<file path="config.mk">
export PLATFORM = sky130hd
export DESIGN_NAME = pcm_tdm_rx_flat
export DESIGN_NICKNAME = d
export VERILOG_FILES = /design/src/rtl/pcm_tdm_rx_pkg.sv /design/src/rtl/pcm_tdm_rx_if.sv /design/src/rtl/pcm_sync_fifo.sv /design/src/rtl/pcm_tdm_rx.sv /design/src/flat_wrapper.sv
export SDC_FILE = /design/constraint.sdc
export NUM_CORES = 1
export LEC_CHECK = 0
export ABC_AREA = 1
export BUFFER_PORTS_ARGS = -buffer_cell sky130_fd_sc_hd__buf_4
export CORE_MARGIN = 1
export CORE_UTILIZATION = 55
export DETAILED_ROUTE_END_ITERATION = 10
export PLACE_DENSITY = 0.8
export SLEW_MARGIN = 20
export SYNTH_ARGS = -nofsm -noshare
export SYNTH_HDL_FRONTEND = slang
export SYNTH_SLANG_ARGS = --single-unit
export TNS_END_PERCENT = 30
</file>
<file path="constraint.sdc">
create_clock -name clk -period 5.25 [get_ports clk]
set_clock_uncertainty 0.05 [all_clocks]
set_input_delay 0.7875 -clock clk [delete_from_list [all_inputs] [get_ports clk]]
set_output_delay 0.7875 -clock clk [all_outputs]
set_load 0.02 [all_outputs]
</file>
<file path="src/rtl/pcm_tdm_rx_pkg.sv">
// pcm_tdm_pkg: shared types for the TDM PCM receive path.
// FIFO entries are packed {ch, s} with s in the low WORD_W bits.
package pcm_tdm_pkg;

  localparam int WORD_W = 8;

  typedef enum logic [1:0] {
    HUNT,
    SYNC,
    GAP
  } rx_state_t;

  function automatic logic [7:0] sat_inc8(
    input logic [7:0] v
  );
    return (v == 8'hFF) ? v : v + 8'd1;
  endfunction

endpackage

</file>
<file path="src/rtl/pcm_tdm_rx_if.sv">
// pcm_tdm_rx_if: received code + channel on a valid/ready handshake.
// master drives the word, slave returns ready.
interface pcm_tdm_rx_if
  import pcm_tdm_pkg::*;
#(
  parameter int CH_W = 5
);

  logic [WORD_W-1:0] s;
  logic [CH_W-1:0]   ch;
  logic              s_valid;
  logic              s_ready;

  modport master (
    output s,
    output ch,
    output s_valid,
    input  s_ready
  );

  modport slave (
    input  s,
    input  ch,
    input  s_valid,
    output s_ready
  );

endinterface

</file>
<file path="src/rtl/pcm_sync_fifo.sv">
// pcm_sync_fifo: DEPTH x WIDTH synchronous FIFO, head entry always
// presented from storage; push while full succeeds only with a pop.
module pcm_sync_fifo #(
  parameter int DEPTH = 4,
  parameter int WIDTH = 13
) (
  input  logic             clk,
  input  logic             reset,
  input  logic             push,
  input  logic [WIDTH-1:0] push_data,
  input  logic             pop,
  output logic [WIDTH-1:0] head,
  output logic             full,
  output logic             empty
);

  localparam int AW = (DEPTH > 1) ? $clog2(DEPTH) : 1;

  logic [WIDTH-1:0] mem [DEPTH];
  logic [AW-1:0]    wr_ptr;
  logic [AW-1:0]    rd_ptr;
  logic [AW:0]      count;
  logic             do_pop;
  logic             do_push;

  assign empty   = (count == '0);
  assign full    = (count == (AW+1)'(DEPTH));
  assign do_pop  = pop && !empty;
  assign do_push = push && (!full || do_pop);
  assign head    = mem[rd_ptr];

  always_ff @(posedge clk) begin
    if (reset) begin
      wr_ptr <= '0;
      rd_ptr <= '0;
      count  <= '0;
      for (int i = 0; i < DEPTH; i++) begin
        mem[i] <= '0;
      end
    end else begin
      if (do_push) begin
        mem[wr_ptr] <= push_data;
        wr_ptr      <= wr_ptr + AW'(1);
      end
      if (do_pop) begin
        rd_ptr <= rd_ptr + AW'(1);
      end
      count <= count + (AW+1)'(do_push) - (AW+1)'(do_pop);
    end
  end

endmodule

</file>
<file path="src/rtl/pcm_tdm_rx.sv">
// pcm_tdm_rx: framed serial PCM deserializer feeding a small output FIFO.
// Define PCM_TDM_FRAME_CHECK_EN to enable the frame-slip counter.
module pcm_tdm_rx
  import pcm_tdm_pkg::*;
#(
  parameter int NUM_CH     = 32,
  parameter int CH_W       = 5,
  parameter int FIFO_DEPTH = 4
`ifdef PCM_TDM_FRAME_CHECK_EN
  ,
  parameter int FRAME_BITS = NUM_CH * WORD_W
`endif
) (
  input  logic       clk,
  input  logic       reset,
  input  logic       pcm_bit_en,
  input  logic       fs,
  input  logic       pcm_din,
  pcm_tdm_rx_if.master rx,
  output logic       ovf,
  output logic [7:0] slip_cnt
);

  localparam int EW = CH_W + WORD_W;
  localparam logic [CH_W-1:0] LAST_CH = CH_W'(NUM_CH - 1);

  rx_state_t         state;
  logic [2:0]        bit_cnt;
  logic [CH_W-1:0]   ch_cnt;
  logic [6:0]        shift;
  logic              push;
  logic [CH_W-1:0]   push_ch;
  logic [WORD_W-1:0] push_s;
  logic [EW-1:0]     head;
  logic              full;
  logic              empty;
  logic              pop;

`ifdef PCM_TDM_FRAME_CHECK_EN
  localparam bit TIGHT = (FRAME_BITS == NUM_CH * WORD_W);
  logic       gap_first;
  logic [7:0] slip_q;
  assign slip_cnt = slip_q;
`else
  assign slip_cnt = 8'd0;
`endif

  always_ff @(posedge clk) begin
    if (reset) begin
      state   <= HUNT;
      bit_cnt <= '0;
      ch_cnt  <= '0;
      shift   <= '0;
      push    <= 1'b0;
      push_ch <= '0;
      push_s  <= '0;
`ifdef PCM_TDM_FRAME_CHECK_EN
      gap_first <= 1'b0;
      slip_q    <= '0;
`endif
    end else begin
      push <= 1'b0;
      if (pcm_bit_en) begin
        unique case (state)
          HUNT, GAP: begin
`ifdef PCM_TDM_FRAME_CHECK_EN
            if (state == GAP) begin
              gap_first <= 1'b0;
              if (fs && !gap_first && TIGHT)
                slip_q <= sat_inc8(slip_q);
            end
`endif
            if (fs) begin
              shift   <= {6'd0, pcm_din};
              bit_cnt <= 3'd1;
              ch_cnt  <= '0;
              state   <= SYNC;
            end
          end
          SYNC: begin
            if (fs) begin
              // premature frame sync: drop partial word, restart at ch0
              shift   <= {6'd0, pcm_din};
              bit_cnt <= 3'd1;
              ch_cnt  <= '0;
`ifdef PCM_TDM_FRAME_CHECK_EN
              slip_q  <= sat_inc8(slip_q);
`endif
            end else begin
              shift <= {shift[5:0], pcm_din};
              if (bit_cnt == 3'd7) begin
                push    <= 1'b1;
                push_ch <= ch_cnt;
                push_s  <= {shift, pcm_din};
                bit_cnt <= 3'd0;
                if (ch_cnt == LAST_CH) begin
                  state <= GAP;
`ifdef PCM_TDM_FRAME_CHECK_EN
                  gap_first <= 1'b1;
`endif
                end else begin
                  ch_cnt <= ch_cnt + CH_W'(1);
                end
              end else begin
                bit_cnt <= bit_cnt + 3'd1;
              end
            end
          end
          default: state <= HUNT;
        endcase
      end
    end
  end

  assign pop = !empty && rx.s_ready;

  always_ff @(posedge clk) begin
    if (reset) begin
      ovf <= 1'b0;
    end else if (push && full && !pop) begin
      ovf <= 1'b1;
    end
  end

  pcm_sync_fifo #(
    .DEPTH(FIFO_DEPTH),
    .WIDTH(EW)
  ) u_fifo (
    .clk      (clk),
    .reset    (reset),
    .push     (push),
    .push_data({push_ch, push_s}),
    .pop      (pop),
    .head     (head),
    .full     (full),
    .empty    (empty)
  );

  assign rx.s       = head[WORD_W-1:0];
  assign rx.ch      = head[EW-1:WORD_W];
  assign rx.s_valid = !empty;

endmodule

</file>
<file path="src/flat_wrapper.sv">
// flat-port wrapper written by rule: the top's interface ports become plain ports
module pcm_tdm_rx_flat import pcm_tdm_pkg::*;
#(
  parameter int NUM_CH     = 32,
  parameter int CH_W       = 5,
  parameter int FIFO_DEPTH = 4

)
  (clk, reset, pcm_bit_en, fs, pcm_din, ovf, slip_cnt, rx_s, rx_ch, rx_s_valid, rx_s_ready);
  pcm_tdm_rx_if #(.CH_W(CH_W)) rx_i ();
  input  logic clk;
  input  logic reset;
  input  logic pcm_bit_en;
  input  logic fs;
  input  logic pcm_din;
  output logic ovf;
  output logic [7:0] slip_cnt;
  output wire logic [$bits(rx_i.s)-1:0] rx_s;
  output wire logic [$bits(rx_i.ch)-1:0] rx_ch;
  output wire logic [$bits(rx_i.s_valid)-1:0] rx_s_valid;
  input wire logic [$bits(rx_i.s_ready)-1:0] rx_s_ready;
  assign rx_s = rx_i.s;
  assign rx_ch = rx_i.ch;
  assign rx_s_valid = rx_i.s_valid;
  assign rx_i.s_ready = rx_s_ready;
  pcm_tdm_rx #(.NUM_CH(NUM_CH), .CH_W(CH_W), .FIFO_DEPTH(FIFO_DEPTH)) u_core (.clk(clk), .reset(reset), .pcm_bit_en(pcm_bit_en), .fs(fs), .pcm_din(pcm_din), .rx(rx_i), .ovf(ovf), .slip_cnt(slip_cnt));
endmodule
</file>
# Word-level counts from Yosys, hierarchy flattened

Memory sizes are Yosys's and may differ from the RTL's. A register that Yosys moved wholly into a read port is not among the register bits.
Cells that the tools add are included.

Flip-flop bits (word level): 39
Bits in writable memories: 52
Bits of input ports: 6
Output and inout bits: 23
Word-level logic and storage cells: 79
Memories kept: 1

Memory list:

| name              | words | width | rd ports | clocked after memory_dff | write ports | RTL line            | RTL |
|---|---|---|---|---|---|---|---|
| u_core.u_fifo.mem | 4     | 13    | 1        | 1                        | 4           | pcm_sync_fifo.sv:19 | `logic [WIDTH-1:0] mem [DEPTH];` |

Add/sub/neg operators: 6
Equal/unequal tests: 11
Multiplexer cells: 28
Bitwise logic cells: 3
Reductions and logical operators: 19

Operators with widths:

| cell                                                            | count |
|---|---|
| 5-bit 2-to-1 mux                                                | 4 |
| 2-bit 2-to-1 mux                                                | 7 |
| 7-bit 2-to-1 mux                                                | 2 |
| 7-bit one-hot mux with 2 select lines                           | 1 |
| 13-bit 2-to-1 mux                                               | 1 |
| 13-bit OR reduction                                             | 1 |
| 5-bit one-hot mux with 2 select lines                           | 1 |
| 5-bit AND reduction                                             | 2 |
| 3-bit 2-to-1 mux                                                | 3 |
| 1-bit 2-to-1 mux                                                | 7 |
| 3-bit == test, second input constant                            | 2 |
| 3-bit one-hot mux with 2 select lines                           | 1 |
| 5-bit by 1-bit adder with 5-bit output, second input constant   | 1 |
| 5-bit == test, second input constant                            | 1 |
| 1-bit logical AND                                               | 5 |
| 2-bit by 1-bit adder with 2-bit output, second input constant   | 2 |
| 2-bit by 1-bit != test with 1-bit output, second input constant | 2 |
| 2-bit != test, second input constant                            | 2 |
| 2-bit one-hot mux with 2 select lines                           | 1 |
| 4-bit AND reduction                                             | 1 |
| 4-bit OR reduction                                              | 1 |
| 3-bit by 1-bit adder with 3-bit output                          | 1 |
| 3-bit by 1-bit adder with 3-bit output, second input constant   | 1 |
| 1-bit zero test                                                 | 3 |
| 12 further kinds                                                | 14 |

# Longest topological paths before layout

Gate-level depths: netlist (run 1).

Word-level depth: 11
Gate-level depth with buffers: 11
Gate-level depth less buffers: 11

# By module

Synthesis (run 1) repeated with hierarchy kept, for this count alone.

Cells, all modules: 465
Area, all modules: 4,277.9 um2

By module, submodules not included:

| module        | instances | cells each | area an instance (um2) | seq. area each (um2) |
|---|---|---|---|---|
| pcm_sync_fifo | 1         | 268        | 2,844.0                | 1,741.7 |
| pcm_tdm_rx    | 1         | 197        | 1,433.9                | 640.6 |

# Worst setup path before layout (run 1)

OpenSTA, ideal clock, no wires.

Path kind: input -> register
From: input reset
To: memory u_core.u_fifo.mem[0][0], enable pin
Library setup time: 401 ps
Arrival time: 2,188 ps
Data required time: 4,799 ps
Setup slack: 2,611 ps
Cell stages on the path: 4
Path buffers: 1
Path through: clkbuf_2 -> inv_1 -> nand4_2 -> o21ai_0

RTL lines:

| element            | RTL line            | RTL |
|---|---|---|
| start: declaration | flat_wrapper.sv:12  | `input logic reset;` |
| end: declaration   | pcm_sync_fifo.sv:19 |  |

==> results by group, run 1 <==
Outcome
  • Status: finished clean

Detailed routing
  • Via/cell ratio: 5.21
  • Pre-antenna DRT Iters: 5
  • Vias: 2995
  • Wire per inst: between 10 and 15 µm
  • WL final: 7580 µm
  • Post-DRT Antenna Nets: 0
  • Iteration-0 DRC Markers: 329
  • Drc violations: 0

STA
  • Fin crit share: 60.6%
  • Crit path time final: 3.18 ns
  • Worst slew pin tran: a little over 0.8 ns
  • Fin. Hold Viols: 0
  • Finish-stage setup viols: 0
  • Slew Limit Fails: 0
  • Slew HR: 45.4%
  • Final hold slack: 0.413 ns
  • Setup repair after global routing missed its margin: false
  • FMAX: about 310 MHz
  • Fin Setup TNS: 0 ns

Power and ir drop
  • Psw: 0.517 mW
  • Cell area power density: 383 nW/µm²
  • Pint: 1.21 mW
  • Leak: 1.84 nW
  • Reg power frac: between 40 and 50%
  • Clock power frac: 29.5%
  • Comb power frac: 21.2%
  • Worst vdd ir: 0.000186 V
  • Net Sw Frac: 29.9%

Floorplan
  • Initial cell density of the core: between 50% and 60%
  • Row count: 31
  • Die width: 88.9 µm
  • Chip height: 88.9 µm
  • Core Area: 7290 µm²
  • DIE AREA: 7910 µm²
  • # IOs: 29

CTS
  • CTS Root Cell: clkbuf_8
  • Clock Latency Late Sink: 0.35 ns
  • TritonCTS buffer count: 9
  • Cts repair resizes: 0
  • H-Tree Depth: 3
  • Clock sink count: 93
  • Clk buf depth: 2
  • # hold bufs at CTS: 0
  • Number of buffers added for setup after CTS: 0
  • CTS tree: yes
  • Reg clk slew, reported paths: 0.09 ns

Setup path
  • Arrival time at the worst endpoint: 2.35 ns
  • Worst setup EP type: primary output
  • Critical path required time: roughly 4.4 ns
  • Crit path kind: reg2out
  • Crit start category: register
  • Worst Path Max Fanout: 27

Synth
  • Post-Syn Instances: 459
  • Ys flop type: edfxtp_1
  • Post-synth EDFFs: 52
  • Post-synthesis cell area: 4160 µm²
  • Syn Area/Cell: 9.06 µm²
  • FFs w/ async S/R, synth: 0%
  • Yosys Warn Count: 0
  • Synthesis-stage register bit count: just over 90
  • Seq/Total Area, Yosys: a little under three fifths
  • Cell variety after synth: 33

Cells and area
  • Antenna diodes: 0
  • Share of layout cells above drive strength 1: 11.6%
  • Fill cells: 636
  • Final net count: slightly below 500
  • Area delta synth->final: 8.67%

Global routing
  • Vias in the first global route: 2783
  • First-pass GRT wire length: 12900 µm
  • Initial antenna violation count: 0
  • Total global routing overflow: 0
  • Pin count of the biggest net entering global routing: 31
  • GRT Total Usage: 21.4%

Worst hold path
  • Hold WC Path Type: reg2reg

Place
  • Dpl hpwl: 5230 µm
  • RePlAce Congestion: 0.747
  • IO buf count: 20

Run
  • MaxCap Viol Count: 0
==> cell families (layout without fill, tap and decap cells) <==
family                     after synthesis  in the layout  share of synthesized area [%]
and+or+nand+nor                        187            187                           19.9
DFF                                     93             93                           57.3
buffers and inverters                   86             96                           9.45
AOI/OAI and AO/OA                       83             83                           10.5
adders and majority gates                7              7                           2.29
xor gates and xnor gates                 2              2                          0.421
other                                    1              8                         0.0902
==> routing by layer <==
layer | routed length (µm) | vias to the layer above | GRT usage (%)
met5 | 0 | - | 0
met4 | 108 | 0 | 7.79
met3 | 315 | 12 | 3.51
met2 | 3630 | 75 | 35.8
met1 | 3530 | 1397 | 28.5
li1 | - | 1511 | -
==> power by group through the flow <==
stage | Combinational [mW] | Clock (mW) | Sequential [mW]
2_1_floorplan | 0.276 | 0 | 0.841
3_3_place_gp | 0.358 | 0 | 0.864
3_5_place_dp | 0.367 | 0 | 0.869
4_1_cts | 0.369 | 0.517 | 0.852
5_1_grt | 0.413 | 0.548 | 0.859
6_report | 0.367 | 0.509 | 0.852
==> cells in the final DEF, fill, tap and decap left out, types with 2 or more instances in the layout <==
cell type and instances:
dfxtp_1 41, edfxtp_1 52, o21ai_0 46, ha_1 6, clkinv_1 2, inv_2 2, o21ai_1 2, nand2_2 2
a21oi_1 20, nand3_2 3, clkbuf_8 9, nand3_1 17, nor2_1 91, nand2_1 50, inv_1 54, buf_4 24
o22ai_1 13, nor2_4 5, nor3_1 13, conb_1 8, bufinv_16 2, xor2_1 2
==> registers in the layout, indices dropped and copies added (netlist names), named ones only <==
register              cells
u_core.bit_cnt            3
u_core.ch_cnt             5
u_core.ovf                1
u_core.push               1
u_core.push_ch            5
u_core.push_s             8
u_core.shift              7
u_core.state              2
u_core.u_fifo.count       3
u_core.u_fifo.mem        52
u_core.u_fifo.rd_ptr      2
u_core.u_fifo.wr_ptr      2
==> area by class of cell <==
class                   instances  area, µm²  area share [%]
repair buffers                 24        180            3.99
flip-flops and latches         93       2380            52.7
clock inverters                 7       88.8            1.97
multi-input cells             287       1410            31.2
well taps                      99        124            2.74
inverters                      56        210            4.65
clock buffers                   9        124            2.74
==> Yosys cell counts (2+ instances only) <==
library cell   n  area [µm²]
nand3_1       17        85.1
nand3_2        3        30.0
buf_2          7        35.0
inv_1         54         203
buf_4         12        90.1
clkbuf_1       7        26.3
nor2_4         5        56.3
nand2_2        2        12.5
o21ai_0       47         235
a21oi_1       20         100
nand2_1       50         188
buf_6          2        22.5
edfxtp_1      52        1560
nor2_1        91         342
xor2_1         2        17.5
o22ai_1       13        81.3
nor3_1        13        65.1
inv_2          2        7.51
dfxtp_1       41         821
ha_1           6        75.1
==> metrics by stage <==
stage	cells	utilization (%)	setup WS (ns)	total power, mW	instance area, µm²
after floorplan	466	-	2.61	1.12	4180
after global placement	559	59.0	2.50	1.22	4310
after detailed placement	559	59.0	2.42	1.24	4310
after CTS	575	62.0	2.07	1.74	4520
after global routing	575	62.0	1.77	1.82	4520
final	575	62.0	2.07	1.73	4520
==> worst max-delay path, cell delays in order, from the launching register on <==
cell and delay, ns:
dfxtp_1 0.86, inv_1 0.55, o21ai_0 0.31, o22ai_1 0.10, buf_4 0.16
==> path summary, 6_finish.rpt <==
kind | endpoint | cells after the start | slack, ns | startpoint
worst min-delay path | u_core.ovf | 2 | 0.41 | u_core.ovf
worst min register to register | u_core.ovf | 2 | 0.41 | u_core.ovf
worst max-delay path | rx_s[7] | 4 | 2.07 | register
worst max register to register | u_core.u_fifo.mem[2][8] | 5 | 3.21 | u_core.u_fifo.wr_ptr[1]
No activity file was read; power rests on OpenSTA's default activity.
==> inputs of run 2 (changes only) <==
Clock period 5.25 ns to 3.03 ns, I/O delays scaled along.
==> results by group, run 2 (synthesis results as in run 1) <==
STA
  • Setup repair after global routing missed its margin: false
  • Fin. Hold Viols: 0
  • FMAX: approximately 440 MHz
  • Slew HR: 51.1%
  • Slew Limit Fails: 0
  • Worst slew pin tran: 0.732 ns
  • Crit path time final: 2.28 ns
  • Fin Setup TNS: 0 ns
  • Finish-stage setup viols: 0
  • Fin crit share: between 70% and 80%

Detailed routing
  • WL final: 7960 µm
  • Via/cell ratio: 5.25
  • Wire per inst: 13.7 µm
  • Drc violations: 0
  • Pre-antenna DRT Iters: 4
  • Post-DRT Antenna Nets: 0
  • Iteration-0 DRC Markers: 200
  • Vias: 3037

CTS
  • # hold bufs at CTS: 0
  • Cts repair resizes: 0
  • H-Tree Depth: 3
  • CTS tree: yes
  • Clk buf depth: 2
  • CTS Root Cell: clkbuf_8
  • Clock Latency Late Sink: 0.35 ns
  • Number of buffers added for setup after CTS: 0
  • TritonCTS buffer count: 9
  • Clock sink count: 93
  • Reg clk slew, reported paths: 0.09 ns

Cells and area
  • Final cell count without fillers: 579
  • Antenna diodes: 0
  • Share of layout cells above drive strength 1: 12.5%
  • Reg with most FFs: u_core.u_fifo.mem
  • Fill cells: 600
  • Area delta synth->final: 10.2%
  • Largest register FFs: 52
  • Commonest non-fill, non-tap cell in the layout: nor2_1
  • Final net count: 488
  • Commonest non-fill, non-tap cells in the layout: nor2_1 (91), inv_1 (54), edfxtp_1 (52)
  • Largest regs: u_core.u_fifo.mem: 52 flops, u_core.push_s: 8 flops, u_core.shift: 7 flops

Setup path
  • Worst setup EP type: primary output
  • Critical path required time: between 2 and 3 ns
  • Arrival time at the worst endpoint: 1.77 ns
  • R2R Setup Slk: 1.01 ns
  • Worst Path Max Fanout: 14
  • Crit path kind: reg2out
  • R2R depth: 11
  • Crit start category: register

Floorplan
  • Chip height: about 89 µm
  • # IOs: 29
  • Core Area: 7290 µm²
  • Initial cell density of the core: between 50 and 60%
  • DIE AREA: 7910 µm²
  • Row count: 31
  • Die width: 88.9 µm

Global routing
  • First-pass GRT wire length: 13300 µm
  • Vias in the first global route: 2942
  • Total global routing overflow: 0
  • Initial antenna violation count: 0
  • Met3 usage: 3.60%
  • Pin count of the biggest net entering global routing: 30
  • GRT Total Usage: 22.5%
  • GR Util met1: a little over a quarter
  • Met2 GRT Util: 39.2%
  • Busiest grt layer: met2

Power and ir drop
  • Cell area power density: 682 nW/µm²
  • Leak: 1.88 nW
  • Worst vdd ir: 0.000259 V

Place
  • DP Cell Count: roughly 560
  • Dpl hpwl: 5170 µm
  • RePlAce Congestion: ~0.8
  • IO buf count: 20

Worst hold path
  • Hold WC Path Type: in2reg
  • Hold Path Depth: 3

Outcome
  • Status: finished clean

Run
  • MaxCap Viol Count: 0
-- run 2: cell types whose count changed in the layout (fill, tap and decap cells not counted), sizes merged --
cell,delta
buf,+4
clkbuf,+2
clkinv,-2
bufinv,+1
clkinvlp,-1
-- run 2: area by class of cell --
class	count	area, µm²	share of cell area (%)
Clock buffer	11	141	3.08
Clock inverter	5	106	2.32
Inverter	56	210	4.59
Multi-Input combinational cell	287	1410	30.7
Sequential cell	93	2380	52.0
Tap cell	99	124	2.70
Timing Repair Buffer	28	210	4.59
-- run 2: routing by layer --
metal	share of wire (%)	vias up
met1	44	1428
met3	4.9	16
met5	0	-
li1	-	1516
met2	49	77
met4	2.2	0
-- run 2: final timing paths --
path                                              from                     end
worst max-delay path                          register                rx_ch[0]
worst min-delay path                           pcm_din        u_core.push_s[0]
worst max register to register  u_core.u_fifo.count[0]  u_core.u_fifo.count[2]
worst min register to register              u_core.ovf              u_core.ovf
-- run 2: stage by stage --
step	power (mW)	setup slack [ns]	hold slack, ns	utilization (%)	instance area [µm²]
floorplan	1.94	0.724	0.394	-	4180
global route	3.29	0.602	0.300	62.9	4580
CTS	3.14	0.699	0.288	62.9	4580
global placement	2.13	1.03	0.390	59.5	4340
finish	3.12	0.754	0.300	62.9	4580
detailed placement	2.16	0.996	0.399	59.5	4340
-- run 2: critical path: stages, from the launching register on --
cell	delay, ns
dfxtp_1	0.63
inv_1	0.33
o21ai_0	0.17
o22ai_1	0.12
buf_4	0.17
-- run 2: power breakdown --
part | switching (mW) | internal (mW)
registers | 0.0536 | 1.39
logic | 0.430 | 0.248
clock network | 0.424 | 0.574
==> inputs of run 3 (changes only) <==
Settings changed: ABC_AREA 1 to 0, CORE_UTILIZATION 55 to 54, PLACE_DENSITY 0.8 to 0.81.
Clock period 3.03 ns to 2 ns, I/O delays scaled along.
==> results by group, run 3 <==
STA
  • Slew Limit Fails: 0
  • Setup WS post-layout: -0.261 ns
  • FMAX: 442 MHz
  • Crit path time final: 2.26 ns
  • Finish-stage setup viols: 15
  • Fin Setup TNS: -0.857 ns
  • Fin crit share: 113%
  • Fin. Hold Viols: 0
  • Setup repair after global routing missed its margin: true
  • Final hold slack: around 0.11 ns

Synth
  • Cell variety after synth: 47
  • Yosys Warn Count: 0
  • Seq/Total Area, Yosys: between 50 and 60%
  • Ys flop type: edfxtp_1
  • Largest area contributor in the netlist: edfxtp_1
  • Synth area leaders: edfxtp_1 (39%), dfxtp_1 (20%), mux4_2 (7.2%), and2_1 (6.3%), nand2_1 (4.3%)
  • Post-Syn Instances: 338
  • Post-synthesis cell area: 4050 µm²
  • Synthesis-stage register bit count: 93
  • Post-synth top cells: edfxtp_1 (52), nand2_1 (46), and2_1 (41), dfxtp_1 (41), a21oi_1 (28)
  • Top cell type's share of synthesized area: 38.6%
  • Syn Area/Cell: 12.0 µm²
  • Post-synth EDFFs: 52
  • FFs w/ async S/R, synth: 0%
  • Most common cell in the netlist: edfxtp_1

Cells and area
  • Reg with most FFs: u_core.u_fifo.mem
  • Area delta synth->final: 15.1%
  • Final net count: 385
  • Commonest non-fill, non-tap cells in the layout: edfxtp_1 (52), nand2_1 (46), and2_1 (39), dfxtp_1 (39), buf_4 (36)
  • Largest register FFs: 52
  • Fill cells: 557
  • Antenna diodes: 0
  • Largest regs: u_core.u_fifo.mem: 52 flops, u_core.push_s: 8 flops, u_core.shift: 7 flops
  • Utilization after layout: 64.3%
  • Share of layout cells above drive strength 1: a little under a quarter
  • Post-route cell area: 4660 µm²
  • Commonest non-fill, non-tap cell in the layout: edfxtp_1

CTS
  • Reg clk slew, reported paths: approximately 0.1 ns
  • Clock Latency Late Sink: 0.37 ns
  • Clk buf depth: 2
  • CTS Root Cell: clkbuf_8
  • TritonCTS buffer count: 9
  • Clock sink count: between 90 and 100
  • CTS tree: yes
  • H-Tree Depth: 3
  • # hold bufs at CTS: 0

Place
  • Area post-placement: 4420 µm²
  • RePlAce Congestion: ~0.74
  • IO buf count: 20
  • Dpl hpwl: 4660 µm

Power and ir drop
  • Pint: roughly 3.2 mW
  • Psw: 1.32 mW
  • Leak: between 1.5 and 2 nW
  • Cell area power density: between 900 and 1000 nW/µm²
  • Comb power frac: between 20% and 30%
  • Reg power frac: between 40% and 50%
  • Net Sw Frac: around 30%
  • Clock power frac: 27.3%
  • Worst vdd ir: 0.000448 V

Floorplan
  • Chip height: 88.6 µm
  • Initial cell density of the core: 55.8%
  • # IOs: 29
  • Row count: 31
  • DIE AREA: 7850 µm²
  • Die width: 88.6 µm
  • Core Area: 7250 µm²

Setup path
  • Arrival time at the worst endpoint: between 2 and 2.5 ns
  • Crit path kind: reg2reg
  • R2R depth: 10
  • Critical path required time: about 2.2 ns
  • Worst setup EP type: register
  • Reg2reg end: u_core.u_fifo.count[2]
  • Worst Path Max Fanout: 2
  • Worst r2r src: u_core.u_fifo.count[0]
  • R2R Setup Slk: -0.26 ns
  • Crit start category: register

Outcome
  • Failing checks: negative setup slack
  • Status: complete, but fails checks

Detailed routing
  • Pre-antenna DRT Iters: 4
  • Via/cell ratio: around 5.3
  • Post-DRT Antenna Nets: 0
  • WL final: 7000 µm
  • Iteration-0 DRC Markers: 143
  • Wire per inst: 14.7 µm
  • Drc violations: 0
  • Vias: 2519

Global routing
  • Total global routing overflow: 0
  • GRT Total Usage: 19.8%
  • First-pass GRT wire length: 11400 µm
  • Pin count of the biggest net entering global routing: 48
  • Vias in the first global route: 2427
  • Initial antenna violation count: 0

Worst hold path
  • Worst hold start: pcm_bit_en
  • Hold WC Path Type: in2reg
  • Worst Hold End: u_core.state[0]
  • Hold Path Depth: 2

Run
  • MaxCap Viol Count: 0
[run 3: cell count changes in the layout (fill, tap and decap cells not counted), sizes merged, moves of 4 or more]
cell and delta:
a21oi +8, and2 +41, and3 +14, buf +14, inv -49, mux4 +13, nand2 -7, nand3 -9
nor2 -86, nor2b +6, nor3 -11, o21ai -46, o22ai -13, xnor2 +4
[run 3: cells by family after synthesis]
kind of cell               synth area share [%]
adders and majority gates                  2.35
and+or+nand+nor                            19.6
AOI/OAI and AO/OA                          6.15
buffers and inverters                      4.66
other                                    0.0926
DFF                                        58.8
xor gates and xnor gates                   1.08
muxes                                      7.23
[run 3: worst max path at each step]
stage / slack (ns) / endpoint / cells after the start / from
CTS: -0.25 / u_core.u_fifo.count[2] / 10 / u_core.u_fifo.count[0]
finish: -0.26 / u_core.u_fifo.count[2] / 10 / u_core.u_fifo.count[0]
global placement: -0.40 / u_core.u_fifo.count[2] / 11 / rx_s_ready
floorplan: -0.31 / u_core.u_fifo.count[2] / 11 / rx_s_ready
global route: -0.34 / u_core.u_fifo.count[2] / 10 / u_core.u_fifo.count[0]
detailed placement: -0.49 / u_core.u_fifo.count[2] / 11 / rx_s_ready
[run 3: layout make-up]
cell class              count  area, µm²  area share [%]
well taps                  99        124            2.66
clock inverters             7       73.8            1.58
clock buffers               9        124            2.66
flip-flops and latches     93       2380            51.2
inverters                   4       27.5           0.591
multi-input cells         222       1550            33.3
repair buffers             42        373            8.00
[run 3: metal layers]
metal	part of all wire, %	vias up	GRT usage, %
met2	52	35	34.9
met4	1.9	0	9.09
li1	-	1251	-
met1	44	1222	23.7
met5	0	-	0
met3	2.1	11	3.36
[run 3: timing repair]
item,in CTS,in global routing
pin swaps,6,4
gates resized for setup,5,6
hold endpoints to repair,0,0
setup endpoints to repair,15,45
buffers inserted,1,0
[run 3: stage by stage]
stage	instances	power (mW)	setup slack [ns]
global route	476	4.70	-0.342
CTS	476	4.51	-0.252
detailed placement	459	3.30	-0.489
finish	476	4.50	-0.261
floorplan	345	2.91	-0.306
global placement	459	3.25	-0.397
[run 3: power groups by stage]
stage                     Clock [mW]  Sequential (mW)  Combinational (mW)
after floorplan                    0             2.23               0.681
after global placement             0             2.20                1.04
after detailed placement           0             2.22                1.08
after CTS                       1.24             2.17                1.10
after global routing            1.32             2.19                1.20
final                           1.23             2.18                1.10
[run 3: critical path, cell delays in order (launching register included)]
cell      delay [ns]
dfxtp_2         0.34
or4b_4          0.53
and2_4          0.18
clkinv_8        0.05
ha_4            0.11
inv_2           0.04
ha_4            0.14
fa_2            0.35
xnor2_2         0.15
xnor2_1         0.15
nor2_1          0.06
